==> src/rtl/serial_subtractor.sv <==
// Bit-serial A - B - BIN using one full-subtractor cell, LSB first, one bit per clock.
// Result is valid WIDTH+1 cycles after START is accepted. START is ignored while BUSY is high.
module serial_subtractor #(
  parameter int WIDTH = 8
) (
  input  logic             CLK,
  input  logic             RST_N,
  input  logic             START,
  input  logic [WIDTH-1:0] A,
  input  logic [WIDTH-1:0] B,
  input  logic             BIN,
  output logic             BUSY,
  output logic             DONE,
  output logic [WIDTH-1:0] D,
  output logic             BOUT
);

  localparam int CW = (WIDTH > 1) ? $clog2(WIDTH) : 1;

  typedef enum logic [1:0] {IDLE, SHIFT, FIN} state_t;

  state_t           state;
  state_t           state_nxt;
  logic [WIDTH-1:0] a_sr;
  logic [WIDTH-1:0] b_sr;
  logic [WIDTH-1:0] res_sr;
  logic [CW-1:0]    cnt;
  logic             borrow;
  logic             diff;
  logic             borrow_nxt;
  logic             last_bit;
  logic             load;

  assign diff       = a_sr[0] ^ b_sr[0] ^ borrow;
  assign borrow_nxt = (~a_sr[0] & b_sr[0]) | (~(a_sr[0] ^ b_sr[0]) & borrow);
  assign last_bit   = (cnt == CW'(WIDTH - 1));

  always_ff @(posedge CLK or negedge RST_N) begin
    if (!RST_N) begin
      state <= IDLE;
    end else begin
      state <= state_nxt;
    end
  end

  always_comb begin
    state_nxt = state;
    load      = 1'b0;
    BUSY      = 1'b0;
    DONE      = 1'b0;
    case (state)
      IDLE, FIN: begin
        DONE = (state == FIN);
        if (START) begin
          load      = 1'b1;
          state_nxt = SHIFT;
        end else begin
          state_nxt = IDLE;
        end
      end
      SHIFT: begin
        BUSY = 1'b1;
        if (last_bit) begin
          state_nxt = FIN;
        end
      end
      default: state_nxt = IDLE;
    endcase
  end

  // Operands shift right so the cell always sees bit 0; the result fills from the MSB.
  always_ff @(posedge CLK or negedge RST_N) begin
    if (!RST_N) begin
      a_sr   <= '0;
      b_sr   <= '0;
      res_sr <= '0;
      cnt    <= '0;
      borrow <= 1'b0;
      D      <= '0;
      BOUT   <= 1'b0;
    end else if (load) begin
      a_sr   <= A;
      b_sr   <= B;
      borrow <= BIN;
      cnt    <= '0;
    end else if (state == SHIFT) begin
      a_sr   <= a_sr >> 1;
      b_sr   <= b_sr >> 1;
      res_sr <= {diff, res_sr[WIDTH-1:1]};
      borrow <= borrow_nxt;
      cnt    <= cnt + CW'(1);
      if (last_bit) begin
        D    <= {diff, res_sr[WIDTH-1:1]};
        BOUT <= borrow_nxt;
      end
    end
  end

endmodule
==> config.mk <==
export PLATFORM = sky130hd
export DESIGN_NAME = serial_subtractor
export DESIGN_NICKNAME = d
export VERILOG_FILES = /design/src/rtl/serial_subtractor.sv
export SDC_FILE = /design/constraint.sdc
export NUM_CORES = 1
export LEC_CHECK = 0
export BUFFER_PORTS_ARGS = -buffer_cell sky130_fd_sc_hd__buf_2
export CORE_MARGIN = 4
export CORE_UTILIZATION = 60
export CTS_BUF_LIST = sky130_fd_sc_hd__clkbuf_8
export CTS_CLUSTER_DIAMETER = 120
export DETAILED_ROUTE_END_ITERATION = 7
export PLACE_DENSITY = 0.89
export RECOVER_POWER = 100
export SETUP_SLACK_MARGIN = 0.05
export SYNTH_ARGS = -nofsm -noshare
export SYNTH_HDL_FRONTEND = slang
export SYNTH_SLANG_ARGS = --single-unit
==> constraint.sdc <==
create_clock -name CLK -period 3.42 [get_ports CLK]
set_input_delay 0.342 -clock CLK [delete_from_list [all_inputs] [get_ports CLK]]
set_output_delay 0.342 -clock CLK [all_outputs]
set_load 0.005 [all_outputs]
== Yosys cells after proc, flatten, opt, wreduce, memory -nomap -nowiden ==
Index checks and enable logic that the tools add are counted.

* Register bits after elaboration: 39
* Bits of input ports: 20

* Reductions and logical operators: 5
* Add/subtract/negate cells: 1
* Muxes and demuxes: 15
* Eq/ne operators: 4
* Bitwise logic cells: 8

{| class="wikitable"
|+ Operators by type and width
! kind !! count
|-
| 8-bit 2-to-1 mux || 4
|-
| 1-bit 2-to-1 mux || 7
|-
| 3-bit 2-to-1 mux || 2
|-
| 2-bit one-hot mux with 2 select lines || 1
|-
| 3-bit by 1-bit adder with 3-bit output (second input constant) || 1
|-
| 3-bit equality test (second input constant) || 1
|-
| 1-bit inverter || 3
|-
| 3-bit AND reduction || 1
|-
| 1-bit AND || 2
|-
| 2-bit by 1-bit equality test with 1-bit output (second input constant) || 1
|-
| 2-bit equality test (second input constant) || 1
|-
| 2-bit logical NOT || 1
|-
| 2-bit 2-to-1 mux || 1
|-
| 2-bit != test (second input constant) || 1
|-
| 2-bit AND reduction || 1
|-
| 2-bit nonzero test || 1
|-
| 2-bit OR reduction || 1
|-
| 1-bit bitwise XOR || 2
|-
| 1-bit OR || 1
|}

== Depth between registers and ports, before layout ==
* Depth in word-level cells: 6
* Gate-level depth with buffers: 6
* Depth with buffers taken out: 5

== Worst setup path before layout ==
Ideal clock, no wire load.

* Path kind: register to register
* Start: register cnt[0]
* End: register D[0]
* Cell stages (with the launch flop): 6
* Arrival time: 1.297 ns
* Setup time: 0.125 ns
* Path slack: 1.998 ns
* Clock period less this slack: 1.422 ns
* Path through: dfrtp_1 -> ha_1 -> ha_1 -> nand3b_4 -> buf_6 -> mux2_4

* Cells in the longest elaborated chain, start to end: 2

{| class="wikitable"
|+ Ends and longest elaborated chain
! element !! RTL line !! text
|-
| start: declaration || 27 || <nowiki>logic [CW-1:0] cnt;</nowiki>
|-
| start signal: assignment || 91 || <nowiki>cnt <= cnt + CW'(1);</nowiki>
|-
| 3-bit equality test || 36 || <nowiki>assign last_bit = (cnt == CW'(WIDTH - 1));</nowiki>
|-
| 3-bit AND reduction (no source line) || n/a ||
|-
| end signal: assignment || 93 || <nowiki>D <= {diff, res_sr[WIDTH-1:1]};</nowiki>
|-
| end: declaration || 14 || <nowiki>output logic [WIDTH-1:0] D,</nowiki>
|}

Every way passes these cells.
A chain may end at the register's enable or synchronous reset.

== Final worst setup path ==
* Start: register state[0]
* End: output BUSY

* Cells in the longest elaborated chain, start to end: 2

{| class="wikitable"
|+ Ends and longest elaborated chain
! element !! RTL line !! text
|-
| start: declaration || 22 || <nowiki>state_t state;</nowiki>
|-
| start signal: assignment || 42 || <nowiki>state <= state_nxt;</nowiki>
|-
| 2-bit by 1-bit equality test with 1-bit output || 51 || <nowiki>case (state)</nowiki>
|-
| 1-bit 2-to-1 mux || 51 ||
|-
| end: declaration || 12 || <nowiki>output logic BUSY,</nowiki>
|}

Every way passes these cells.

==> flow_metrics.tcl <==
set metrics [dict create \
    status "complete, but fails checks" \
    violations "capacitance limit, slew limit" \
    fin_worst_skew_ns 0.007865 \
    fmax_mhz 402.4 \
    num_rows 19 \
    antenna_found_initial 0 \
    drtIter0Drc 30 \
    yosys.area_share.simple 0.1665 \
    final_design_area_no_fill_sq_um 1886 \
    numPlacedInstances 205 \
    setup_violations 0 \
    synth-xor-area-share 0 \
    clk_pin_slew_ns 0.08 \
    dr.pass1.iters 4 \
    grt_use_total 0.2080 \
    area.growth.synth_to_final_pct 9.124 \
    ir_drop_v 0.0006092 \
    core_area_sq_um 2758 \
    cts_root_buffer "clkbuf_8" \
    ctsResizeCount 0 \
    layout.nets 204 \
    drc 0 \
    portBuffers 30 \
    critPathMaxStageDelay_ns 0.68 \
    startpoint_type "register" \
    finalCritPeriodShare 0.7266 \
    fill_cells 205 \
    htree_levels 2 \
    viasPerCell 5.831 \
    clock_latency_ns 0.30 \
    drive_gt1_frac 0.1923 \
    synth_compound_area_frac 0.09051 \
    hpwl_microns 2334 \
    path_cells "nand2b_1, inv_4, clkbuf_1" \
    min_path_type "input pin to register" \
    cpMaxStageDelayCell "dfrtp_1" \
    r2r-end "b_sr[5]$_DFFE_PN0P_" \
    grt_setup_unrepaired "false" \
    grt_max_degree 39 \
    post_cts_buffers 0 \
    synth_top_family_by_area "simple AND/OR/NAND/NOR gates" \
    synth_nets 177 \
    arrival_ns 2.14 \
    cts_tree "built" \
    cp_num_cells 3 \
    final_cell_mix "dfrtp_1, nand2_1, buf_2" \
    finalHoldViolations 0 \
    gr-total-overflow 0 \
    critical_path_class "register to output port" \
    crit_family "flip-flops" \
    tightest_slew_ns 1.914 \
    worstPathRequired_ns 3.08 \
    critPathCaptureType "output port" \
    holdWs_ns 0.2622 \
    die_w_microns 61.67 \
    dieArea_sq_um 3803 \
    syn_inst 154 \
    io_pins 31 \
    start_util 0.6266 \
    power.total_mw 1.817 \
    wl_microns 3447 \
    ys_warn_count 0 \
    ctsLongestPathBuffers 2 \
    setup_tns_ns 0 \
    path_buf_inv 2 \
    postRouteAntennaNets 0 \
    synthesis.area_sq_um 1728 \
    min_from "B[7]" \
    die_y_microns 61.67 \
    cap_violations 1 \
    wl_per_cell_microns 16.18 \
    grt_pass1_vias 1156 \
    whs_path_depth 3 \
    hold_buffers 0 \
    crit-reg2reg-launch "state[1]$_DFFE_PN0P_" \
    min_period_ns 2.485 \
    via_count 1242 \
    r2r_setup_slack_ns 1.37 \
    reg2reg_depth 4 \
    relSlewSlack -0.2758 \
    grt_pass1_wl_microns 5430 \
    gp_congestion 0.7922 \
    leakage_nw 0.8910 \
    clock_sinks 38 \
    holdPathEnd "b_sr[7]$_DFFE_PN0P_" \
    powerDensity_nw_per_um2 963.8 \
    synth_cell_types 25 \
    instances_no_fill 213 \
    drv_slew 39 \
    path_max_fanout 23 \
    diodes 0 \
    synthAdderAreaFrac 0.02607 \
    synthMuxAreaShare 0.1101 \
    synth-seq-cells 38 \
    cts_buffers 5 \
    syn_area_per_cell_sq_um 11.22 \
    layout_commonest_cell "dfrtp_1" \
    ys_seq_area_frac 0.5503 \
    placed_area_sq_um 1837 \
]
## per-layer routing
layer,up-vias,share of wire,GRT usage
met3,10,0.063,0.07338
met1,605,0.40,0.2456
met5,-,0,0
met4,0,0.028,0.1121
met2,44,0.51,0.3318
li1,583,-,-
## tightest hold or removal path, delay by kind of cell
| kind | cells | cell delay [ns] |
|---|---|---|
| AND/OR/NAND/NOR | 2 | 0.11 |
| buffers and inverters | 1 | 0.08 |
## cell type report
| class | count | area, sq um | area share |
|---|---|---|---|
| tap | 31 | 38.79 | 0.02057 |
| inverter | 4 | 17.52 | 0.009290 |
| multi-input combinational | 102 | 630.6 | 0.3344 |
| clock inverter | 3 | 40.04 | 0.02123 |
| clock buffer | 5 | 68.82 | 0.03650 |
| timing repair buffer | 30 | 138.9 | 0.07366 |
| sequential | 38 | 950.9 | 0.5043 |
## per-stage QoR
step / utilization / worst slack (ns)
after floorplan: - / 1.998
after global placement: 0.6661 / 1.761
after detailed placement: 0.6661 / 1.689
after CTS: 0.7055 / 1.361
after global routing: 0.6838 / 0.7959
final: 0.6838 / 0.9351
## how the worst max path moves through the flow
stage	start	endpoint	slack, ns
floorplan	cnt[0]$_DFFE_PN0P_	D[0]$_DFFE_PN0P_	2.00
global placement	state[0]$_DFFE_PN0P_	BUSY	1.76
detailed placement	state[0]$_DFFE_PN0P_	BUSY	1.69
CTS	state[0]$_DFFE_PN0P_	BUSY	1.36
global route	state[0]$_DFFE_PN0P_	BUSY	0.80
finish	state[0]$_DFFE_PN0P_	BUSY	0.94
## state kept, by name (all words and copies together), names as in the netlist
| register | count |
|---|---|
| state | 2 |
| a_sr | 8 |
| res_sr | 7 |
| BOUT | 1 |
| D | 8 |
| borrow | 1 |
| cnt | 3 |
| b_sr | 8 |
## cell families (layout without fill, tap and decap cells)
family / Yosys count / after routing
adders and majority gates: 3 / 3
DFF: 38 / 38
buffers and inverters: 14 / 42
and+or+nand+nor: 59 / 59
muxes: 15 / 15
AOI/OAI and AO/OA: 25 / 25
## Yosys cell counts
cell	count	area, sq um
a211oi_1	4	30.03
a21oi_1	4	20.02
a22o_1	2	17.52
buf_2	4	20.02
buf_4	2	15.01
buf_6	4	45.04
dfrtp_1	38	950.9
fa_1	1	20.02
ha_1	2	25.02
inv_1	3	11.26
inv_4	1	6.260
mux2_2	4	45.04
mux2_4	7	105.1
mux2i_1	4	40.04
nand2_1	24	90.09
nand2b_2	1	8.760
nand2b_4	1	13.76
nand3_1	3	15.01
nand3b_4	1	20.02
nor2_1	12	45.04
nor2b_1	5	31.28
nor2b_2	1	8.760
nor3_1	11	55.05
o21ai_0	4	20.02
o22ai_1	11	68.82
## where the power goes
group          internal (mW)  total [mW]  switching, mW  leakage (nW)
clock network          0.215       0.374          0.159        0.0579
logic                  0.282       0.623          0.341         0.369
registers              0.661       0.820          0.159         0.464
total                   1.16        1.82          0.660         0.891
Note: power is estimated with default switching activity, not from simulation.
